**src/rtl/pc_sequencer.sv**
```systemverilog
// Program-counter sequencer with return-address stack for the Reaper core.
// Optional REAPER_SINGLE_STEP_EN adds Step_Mode: every instruction waits for a button press.
module pc_sequencer #(
    parameter int unsigned PC_WIDTH    = 8,
    parameter int unsigned STACK_DEPTH = 8,
    parameter int unsigned RESET_PC    = 0
) (
    input  logic                Sys_Clock,
    input  logic                Reset_Raw,
    input  logic                Halt,
    input  logic                IO_Wait,
    input  logic                DB_Button,
`ifdef REAPER_SINGLE_STEP_EN
    input  logic                Step_Mode,
`endif
    input  logic                Jump,
    input  logic                Branch,
    input  logic                ALU_True,
    input  logic                Stack_Enable,
    input  logic                Stack_Write,
    input  logic [PC_WIDTH-1:0] Jump_Addr,
    output logic [PC_WIDTH-1:0] PC,
    output logic [PC_WIDTH-1:0] Ret_Add,
    output logic                Commit,
    output logic                Err_Out,
    output logic [1:0]          Seq_State
);

    localparam int unsigned IDX_W = (STACK_DEPTH > 1) ? $clog2(STACK_DEPTH) : 1;
    localparam int unsigned CNT_W = IDX_W + 1;

    typedef enum logic [1:0] {
        ST_RUN  = 2'd0,
        ST_WAIT = 2'd1,
        ST_HALT = 2'd2,
        ST_ERR  = 2'd3
    } state_e;

    state_e              state_q, state_d;
    logic [PC_WIDTH-1:0] pc_q, pc_d;
    logic [CNT_W-1:0]    cnt_q, cnt_d;
    logic [PC_WIDTH-1:0] stack_q [STACK_DEPTH];
    logic                btn_q;
    logic                err_q, err_d;

    logic                commit_c;
    logic                push_c;
    logic                call_c;
    logic                ret_c;
    logic                full_c;
    logic                empty_c;
    logic                wait_req_c;
    logic                press_c;
    logic [IDX_W-1:0]    top_idx_c;
    logic [PC_WIDTH-1:0] top_c;
    logic [PC_WIDTH-1:0] pc_inc_c;

`ifdef REAPER_SINGLE_STEP_EN
    assign wait_req_c = IO_Wait | Step_Mode;
`else
    assign wait_req_c = IO_Wait;
`endif

    assign call_c    = Stack_Enable & Stack_Write;
    assign ret_c     = Stack_Enable & ~Stack_Write;
    assign full_c    = (cnt_q == CNT_W'(STACK_DEPTH));
    assign empty_c   = (cnt_q == '0);
    assign press_c   = DB_Button & ~btn_q;
    assign top_idx_c = IDX_W'(cnt_q - CNT_W'(1));
    assign top_c     = empty_c ? '0 : stack_q[top_idx_c];
    assign pc_inc_c  = pc_q + PC_WIDTH'(1);

    // Sequencer state transitions and the retire strobe
    always_comb begin
        state_d  = state_q;
        commit_c = 1'b0;
        case (state_q)
            ST_RUN: begin
                if (Halt) begin
                    state_d = ST_HALT;
                end else if ((call_c && full_c) || (ret_c && empty_c)) begin
                    state_d = ST_ERR;
                end else if (wait_req_c) begin
                    state_d = ST_WAIT;
                end else begin
                    commit_c = 1'b1;
                end
            end
            ST_WAIT: begin
                if (press_c) begin
                    commit_c = 1'b1;
                    state_d  = ST_RUN;
                end
            end
            default: begin
                state_d = state_q;
            end
        endcase
    end

    // Next PC and stack pointer; stack ops take precedence over jump/branch
    always_comb begin
        pc_d   = pc_q;
        cnt_d  = cnt_q;
        push_c = 1'b0;
        err_d  = err_q | (state_d == ST_ERR);
        if (commit_c) begin
            if (call_c) begin
                pc_d   = Jump_Addr;
                push_c = 1'b1;
                cnt_d  = cnt_q + CNT_W'(1);
            end else if (ret_c) begin
                pc_d  = top_c;
                cnt_d = cnt_q - CNT_W'(1);
            end else if (Jump || (Branch && ALU_True)) begin
                pc_d = Jump_Addr;
            end else begin
                pc_d = pc_inc_c;
            end
        end
    end

    always_ff @(posedge Sys_Clock or negedge Reset_Raw) begin
        if (!Reset_Raw) begin
            state_q <= ST_RUN;
            pc_q    <= PC_WIDTH'(RESET_PC);
            cnt_q   <= '0;
            btn_q   <= 1'b0;
            err_q   <= 1'b0;
        end else begin
            state_q <= state_d;
            pc_q    <= pc_d;
            cnt_q   <= cnt_d;
            btn_q   <= DB_Button;
            err_q   <= err_d;
        end
    end

    always_ff @(posedge Sys_Clock or negedge Reset_Raw) begin
        if (!Reset_Raw) begin
            for (int i = 0; i < STACK_DEPTH; i++) begin
                stack_q[i] <= '0;
            end
        end else if (push_c) begin
            stack_q[IDX_W'(cnt_q)] <= pc_inc_c;
        end
    end

    // Commit is forced low while reset is held, even though state reads RUN
    assign Commit    = commit_c & Reset_Raw;
    assign PC        = pc_q;
    assign Ret_Add   = top_c;
    assign Err_Out   = err_q;
    assign Seq_State = state_q;

endmodule

```
**config.mk**
```make
export PLATFORM = sky130hd
export DESIGN_NAME = pc_sequencer
export DESIGN_NICKNAME = d
export VERILOG_FILES = /design/src/rtl/pc_sequencer.sv
export SDC_FILE = /design/constraint.sdc
export NUM_CORES = 1
export LEC_CHECK = 0
export BUFFER_PORTS_ARGS = -buffer_cell sky130_fd_sc_hd__buf_2
export CAP_MARGIN = 20
export CORE_MARGIN = 3
export CORE_UTILIZATION = 40
export DETAILED_ROUTE_END_ITERATION = 10
export PLACE_DENSITY = 0.59
export SLEW_MARGIN = 20
export SYNTH_ARGS = -nofsm -noshare
export SYNTH_HDL_FRONTEND = slang
export SYNTH_SLANG_ARGS = --single-unit
```
**constraint.sdc**
```tcl
create_clock -name Sys_Clock -period 3.3 [get_ports Sys_Clock]
set_input_delay 0.66 -clock Sys_Clock [delete_from_list [all_inputs] [get_ports Sys_Clock]]
set_output_delay 0.66 -clock Sys_Clock [all_outputs]
set_load 0.03 [all_outputs]
```
# Word level (Yosys, flattened, before mapping)
# Index checks and enable logic that the tools add are counted.
# W data, S select, Z words.
# word_totals
register_bits	80
in_bits	18
output_inout_bits	20
# op_classes
n_addsub	3
n_lt_le_gt_ge	3
eq_ne	3
mux	24
n_bitwise	9
n_reduce_logical	10
# op_table
operator	n
$bwmux W64	1
$mux W8	7
$bmux W8 S3	1
$demux W8 S3	1
$add A8 B1 Y8 const B	1
$ge A4 B4 Y1 const B	2
$mux W2	4
$mux W4	2
$not A3 Y4	2
$mux W1	6
$add A4 B1 Y4 const B	1
$and A1 B1 Y1	4
$eq A4 B4 Y1 const B	1
$logic_and A1 B1 Y1	4
$logic_not A4 Y1	1
$lt A4 B1 Y1 const B	1
$pmux W2 S2	1
$sub A4 B1 Y4 const B	1
$eq A2 B1 Y1 const B	1
$eq A2 B2 Y1 const B	1
$logic_not A2 Y1	1
$logic_or A1 B1 Y1	2
$not A1 Y1	2
$pmux W1 S2	1
other kinds (3)	3

# Logic depth before layout (Yosys ltp)
# Gate-level depths: netlist of run 1.
# depth
ltp_word	9
ltp_mapped	10
mapped_depth_nobuf	7

# Worst setup path after synthesis of run 1
# Ideal clock, no wire load.
# synth_path
kind	reg2out
from	register cnt_q[0]
to	output port Ret_Add[5]
arrival_time_ns	2.807
required_time_ns	2.640
setup_slack_ns	-0.167
path_stages_with_launch	9
cell_sequence	dfrtp_1 -> buf_2 -> clkinv_1 -> ha_1 -> clkbuf_1 -> buf_1 -> mux2i_1 -> a21o_1 -> nor3_1
# synth_via
elab_chain_len	6
word_cells_on_any_way	7
# synth_rtl
element	line	text
from (decl)	41	logic [CNT_W-1:0] cnt_q, cnt_d;
from (signal assigned)	133	cnt_q <= cnt_d;
$sub A4 B1 Y4	n/a	
net top_idx_c[0]	54	logic [IDX_W-1:0] top_idx_c;
$not A3 Y4 (implied by the code)	70	assign top_c = empty_c ? '0 : stack_q[top_idx_c];
$bmux W8 S3	70	
$mux W8 (implied by the code) (2 in series)	70	
$mux W8	70	
to (decl)	23	output logic [PC_WIDTH-1:0] Ret_Add,
# The timed path passes the listed nets, and every way through them passes these cells. The select of a mux whose other input is x is not followed.

# Final worst setup path of run 1
# layout_path
from	register cnt_q[1]
to	output port Ret_Add[6]
# layout_via
elab_chain_len	6
word_cells_on_any_way	7
# layout_rtl
element	line
$sub A4 B1 Y4	n/a
$not A3 Y4 (implied by the code)	70
$bmux W8 S3	70
$mux W8 (implied by the code) (2 in series)	70
$mux W8 *	70
# Mark *: on every way between the ends. The rest lies on a longest branch, timed or not. The select of a mux whose other input is x is not followed.

==> results of run 1 <==
[worst min path at each step]
stage / to
final: btn_q
after global routing: btn_q
after CTS: btn_q
after detailed placement: Err_Out
after global placement: Err_Out
after floorplan: Err_Out
[layout make-up]
cell class                      instances  area [um^2]
Multi-Input combinational cell        249         2020
Clock buffer                           10          128
Inverter                               13         48.8
Sequential cell                        80         2000
Timing Repair Buffer                   66          459
Fill cell                             941         5060
Tap cell                              133          166
Clock inverter                          4         23.8
[layout by cell type, fill, tap and decap left out, types with 4 or more instances in the layout]
cell type / instances
clkbuf_8: 9
buf_2: 36
buf_4: 25
inv_1: 11
o21ai_0: 30
nand3_1: 4
mux2_2: 47
xor2_1: 5
buf_12: 4
xnor2_1: 12
dfrtp_1: 80
mux2i_1: 14
nor3_1: 5
a21oi_1: 7
nand2_1: 30
mux4_2: 8
nor3_2: 6
o22ai_1: 7
nor2_1: 18
[kinds of logic after synthesis]
logic type / count (synthesis)
AND/OR/NAND/NOR: 85
adder cells (fa/ha/maj): 4
multiplexers: 69
flip-flops: 80
buffers and inverters: 31
XOR/XNOR: 18
AO/OA/AOI/OAI: 73
[power groups by stage]
stage          logic [mW]  registers (mW)  clock network, mW
5_1_grt             0.977            1.12              0.671
2_1_floorplan       0.532            1.16                  0
6_report            0.902            1.12              0.608
4_1_cts             0.862            1.11              0.630
3_3_place_gp        0.858            1.13                  0
3_5_place_dp        0.858            1.13                  0
[what timing repair did]
item                                    4_1_cts  5_1_grt
hold endpoints to repair                      0        0
buffers inserted                              0        5
endpoints found under the setup margin        1        5
resized for setup                             3        2
[layer usage]
| layer | vias up | GRT usage | share of wire |
|---|---|---|---|
| met5 | - | 0 | 0 |
| met4 | 0 | 0.0415 | 0.0061 |
| met3 | 6 | 0.0480 | 0.055 |
| met2 | 83 | 0.301 | 0.49 |
| met1 | 1522 | 0.289 | 0.45 |
| li1 | 1406 | - | - |
[state kept, by name (all words and copies together) (netlist names)]
signal / count
Seq_State: 2
stack_q: 64
cnt_q: 4
Err_Out: 1
PC: 8
btn_q: 1
[stage by stage]
step	power (mW)	instances	instance area [um^2]	setup slack, ps	hold WS (ps)
after floorplan	1.70	360	4140	6.99	364
after global placement	1.99	535	4610	369	442
after detailed placement	1.99	535	4610	304	450
after CTS	2.61	549	4760	39.6	83.6
after global routing	2.77	555	4850	10.8	77.1
final	2.63	555	4850	105	101
[worst max-delay path: cells and delay by family, from the launching register on]
kind / cells / cell delay, ps
muxes: 2 / 790
adders and majority gates: 1 / 230
and+or+nand+nor: 1 / 150
DFF: 1 / 420
xor gates and xnor gates: 1 / 150
buffers and inverters: 3 / 450
==> impl_results.md, run 1 <==
- Synth Area in Compound Gates: 0.119
- Final count of hold timing violations: 0
- Layout area overhead: 17.7%
- Cell area after synthesis: 4120 um^2
- CTS Hold Buffers Added: 0
- Count of different cell masters after synthesis: 51
- CP max FO: 6
- Sequential power share: 0.425
- H-tree depth: 3
- Area share of the largest cell type after synthesis: 0.486
- Mux cell area share after synthesis: 0.206
- Clock sinks: 80
- Worst-path clk slew: 70 ps
- Clk Latency, worst-skew pair: 350 ps
- Initial antenna violation count: 0
- Tcrit/Tclk final: 0.968
- DRT Wirelength: 10600 um
- Slowest stage delay, CP: 510 ps
- CP Capture Point: Ret_Add[6]
- Total GRT Usage: 0.198
- First-pass GRT wire length: 17100 um
- Slowest-stage cell, CP: mux4_2
- Vias per cell: 5.44
- Critical Path RT: 2640 ps
- Worst Setup SP: cnt_q[1]
- Static leakage: 2.30 nW
- DR iter-0 viols: 205
- DR pass1 iterations: 4
- Row cnt: 36
- Core Area: 9910 um^2
- Syn_area_per_cell: 11.4 um^2
- Cell chain of the critical path: inv_2, ha_2, xor2_2, buf_6, mux4_2, mux2_2, nor2b_2, buf_2
- Crit path kind: register to output port
- WP data arrival: 2540 ps
- Max Cap Viol: 0
- Int Pwr: 1.64 mW
- Synth Area in Simple Gates: 0.107
- Placer congestion estimate: 0.840
- Slew at the pin closest to its max-slew limit: 706 ps
- Post-synthesis register bit count: 80
- Die area: 11600 um^2
- Worst Reg2Reg Path Length in Cells: 7
- Grt total ovfl: 0
- Minimum clock period after layout: 3200 ps
- Largest family of logic cells by synthesized area: multiplexers
- IO buf count: 37
- Pin count of the biggest net entering global routing: 78
- Synth top cells by count: dfrtp_1 (80), mux2_2 (47), nand2_1 (30), o21ai_0 (30), nor2_1 (18)
- Setup TNS: 0 ps
- Synth Area in XOR/XNOR: 0.0401
- Cell with the most instances after synthesis: dfrtp_1
- Final Slew Violations: 0
- Final setup violation count: 0
- Sequential-to-total area share from yosys stat: 0.486
- Io pins: 38
- Worst setup SP type: register
- Logic pwr share: 0.344
- CTS tree: built
- Post-synth top area cell: dfrtp_1
- Outcome: finished, final reports clean
- Slew HR: 0.529
- Core Util, Final: 0.489
- Post-synth net total: 382
- Share of post-route cells with drive strength above 1: 0.370
- Diodes inserted: 0
- Fin nets: 441
- Max VDD drop: 192 uV
- Total CTS buffers: 9
- RSZ-0062 raised after global routing: no
- Psw: 0.991 mW
- Skew final: 10.3 ps
- Peak Freq: 313 MHz
- Chip width: 107 um
- Async SR Flop Fraction: 1.00
- RR Endpoint: stack_q[47]
- Kind of end point of the critical path: output port
- Vias in the first global route: 2977
- Mapped Cells: 360
- Synth area leaders: dfrtp_1 (49%), mux2_2 (13%), mux4_2 (4.4%)
- Crit Reg-Reg Startpoint: cnt_q[1]
- Initial Util: 0.416
- Sw Ratio: 0.377
- Ys flop type: dfrtp_1
- Worst Hold Class: input port to asynchronous set/reset pin
- CTS max path bufs: 2
- Adder-cell share of the synthesized area: 0.0121
- Die Y: 107 um
- Clock Power Share: 0.232
- Power density over the cells: 542 nW/um^2
- CTS Root Buffer Type: clkbuf_8
- DP Wirelength: 7720 um
- Synth warn: 0
- WL/cell: 19.2 um
- Post-synth EDFFs: 0
- Final ANT Viol Nets: 0
- Residual DRC count: 0
- Worst reg2reg setup slack: 740 ps
- Via count: 3017
(Power assumes the default switching activity.)
==> inputs of run 2 (changes only) <==
--- a/config.mk
+++ b/config.mk
@@ -10,7 +10,7 @@
 export CORE_MARGIN = 3
 export CORE_UTILIZATION = 40
 export DETAILED_ROUTE_END_ITERATION = 10
-export PLACE_DENSITY = 0.59
+export PLACE_DENSITY = 0.56
 export SLEW_MARGIN = 20
 export SYNTH_ARGS = -nofsm -noshare
 export SYNTH_HDL_FRONTEND = slang
==> constraint.sdc (replaced) <==
create_clock -name Sys_Clock -period 3.83 [get_ports Sys_Clock]
set_input_delay 0.766 -clock Sys_Clock [delete_from_list [all_inputs] [get_ports Sys_Clock]]
set_output_delay 0.766 -clock Sys_Clock [all_outputs]
set_load 0.03 [all_outputs]
==> run 2 against run 1 <==
  * Die area is the same
  * Critical endpoint unchanged
  * Sequential share of layout area rose by 1.3 points
  * Final cell count is 2.9% lower
  * First-iteration DRC count fell by 14%
==> impl_results.md, run 2 (synthesized netlist as in run 1, its figures left out) <==
- Outcome: finished, final reports clean
- Slew at the pin closest to its max-slew limit: 868 ps (+162 ps)
- Peak Freq: 284 MHz
- Core Util, Final: 0.474 (-0.0150)
- WL/cell: 20.0 um (+4.1%)
- Most common cell after layout, fill and taps aside: dfrtp_1
- Worst reg2reg setup slack: 850 ps (+110 ps)
- Reg with most FFs: stack_q
- Core Area: 9910 um^2 (unchanged)
- Row cnt: 36 (unchanged)
- Share of post-route cells with drive strength above 1: 0.323 (-0.0470)
- Placer congestion estimate: 0.810 (-3.6%)
- Final setup violation count: 0 (unchanged)
- Post-CTS sizing: 0 (-3)
- DR pass1 iterations: 5 (+1)
- DRT Wirelength: 10800 um (+1.1%)
- Clock Power Share: 0.283 (+0.051)
- Chip width: 107 um (unchanged)
- Sw Ratio: 0.363 (-0.0146)
- Slew HR: 0.417 (-0.112)
- Die Y: 107 um (unchanged)
- Static leakage: 2.22 nW (-3.6%)
- RSZ-0062 raised after global routing: no
- DP Wirelength: 7630 um (-1.2%)
- Worst Hold Class: register to register
- Initial Util: 0.416 (unchanged)
- Psw: 0.851 mW (-14%)
- Final count of hold timing violations: 0 (unchanged)
- CTS max path bufs: 2 (unchanged)
- Crit path kind: register to output port
- Crit Reg-Reg Startpoint: cnt_q[0]
- Int Pwr: 1.50 mW (-8.6%)
- Total GRT Usage: 0.201 (+0.00269)
- Grt total ovfl: 0 (unchanged)
- Kind of end point of the critical path: output port
- RR Endpoint: stack_q[29]
- Max Cap Viol: 0 (unchanged)
- Worst Reg2Reg Path Length in Cells: 7 (unchanged)
- Diodes inserted: 0 (unchanged)
- Final Slew Violations: 0 (unchanged)
- Number of flip-flops in the largest register: 64 (unchanged)
- Residual DRC count: 0 (unchanged)
- First-pass GRT wire length: 17300 um (+1.0%)
- Minimum clock period after layout: 3520 ps
- Placed inst area: 4500 um^2 (-2.4%)
- Vias per cell: 5.50 (+1.2%)
- Worst setup SP type: register
- Post-CTS Setup Inserts: 0 (unchanged)
- Tcrit/Tclk final: 0.918
- Skew final: 7.98 ps (-2.35 ps)
- Post-route cell area: 4700 um^2 (-3.1%)
- CP max FO: 9 (+3)
- Clk Latency, worst-skew pair: 350 ps (about the same)
- Initial antenna violation count: 0 (unchanged)
- Worst Hold End: Err_Out
- DR iter-0 viols: 176 (-14%)
- WP data arrival: 2750 ps (+210 ps)
- Sequential power share: 0.411 (-0.014)
- Critical Path RT: 3060 ps (+420 ps)
- IO buf count: 37 (unchanged)
- Commonest non-fill, non-tap cells in the layout: dfrtp_1 (80), mux2_2 (47), buf_2 (36), nand2_1 (30), o21ai_0 (29)
- Setup TNS: 0 ps (unchanged)
- DP Worst Slack: 665 ps (+361 ps)
- Pin count of the biggest net entering global routing: 81 (+3.8%)
- Fin nets: 424 (-3.9%)
- CTS Root Buffer Type: clkbuf_8
- Post-route setup slack: 314 ps (+209 ps)
- Layout area overhead: 14.1%
- Min-Delay Startpoint: Err_Out
- Io pins: 38 (unchanged)
- Power density over the cells: 499 nW/um^2 (-7.9%)
- Clock sinks: 80 (unchanged)
- Via count: 2966 (-1.7%)
- CTS tree: built
- Total CTS buffers: 9 (unchanged)
- Logic pwr share: 0.306 (-0.038)
- Die area: 11600 um^2 (unchanged)
- CTS Hold Buffers Added: 0 (unchanged)
- H-tree depth: 3 (unchanged)
- Final ANT Viol Nets: 0 (unchanged)
- Worst-path clk slew: 80 ps (about the same)
- Vias in the first global route: 2927 (-1.7%)
- Max VDD drop: 200 uV (+4.3%)
- Hold Path Stages: 1
-- run 2: cell types whose count changed in the layout (fill, tap and decap cells not counted), sizes merged --
cell    previous run  this run
buf               66        49
bufinv             0         2
clkbuf            10        11
clkinv             4         3
inv               13        12
-- run 2: per-layer routing --
| layer | global-route usage | up-vias | part of all wire |
|---|---|---|---|
| li1 | - | 1379 | - |
| met5 | 0 | - | 0 |
| met1 | 0.295 | 1485 | 0.47 |
| met4 | 0.0424 | 0 | 0.0099 |
| met2 | 0.307 | 93 | 0.46 |
| met3 | 0.0420 | 9 | 0.060 |
-- run 2: final cells by class --
class                      instances  area, um^2
clock inverter                     4        70.1
inverter                          13        48.8
fill                             946        5210
clock buffer                      11         131
multi-input combinational        249        2000
tap                              133         166
sequential                        80        2000
timing repair buffer              49         282
-- run 2: worst max-delay path, stage by stage, from the launching register on --
cell and delay, ps:
dfrtp_1 370, clkinv_1 220, ha_1 340, xor2_2 130
buf_4 230, mux4_2 510, mux2_2 280, nor2b_1 130
buf_2 170
-- run 2: power by group through the flow --
stage	logic [mW]	registers, mW	clock network [mW]
floorplan	0.444	1.00	0
global placement	0.718	0.981	0
detailed placement	0.719	0.981	0
CTS	0.721	0.964	0.679
global route	0.780	0.972	0.724
finish	0.717	0.964	0.665
-- run 2: how the worst max path moves through the flow --
| stage | from | cells after the start | to |
|---|---|---|---|
| floorplan | cnt_q[0] | 8 | Ret_Add[5] |
| global placement | Halt | 6 | stack_q[27] |
| detailed placement | Halt | 6 | stack_q[28] |
| CTS | cnt_q[0] | 8 | Ret_Add[6] |
| global route | cnt_q[0] | 8 | Ret_Add[6] |
| finish | cnt_q[0] | 8 | Ret_Add[6] |
-- run 2: metrics by stage --
| stage | instances | power (mW) | hold WS [ps] |
|---|---|---|---|
| final | 539 | 2.35 | 461 |
| after global routing | 539 | 2.48 | 498 |
| after CTS | 539 | 2.36 | 463 |
| after detailed placement | 524 | 1.70 | 444 |
| after global placement | 524 | 1.70 | 436 |
| after floorplan | 360 | 1.45 | 442 |
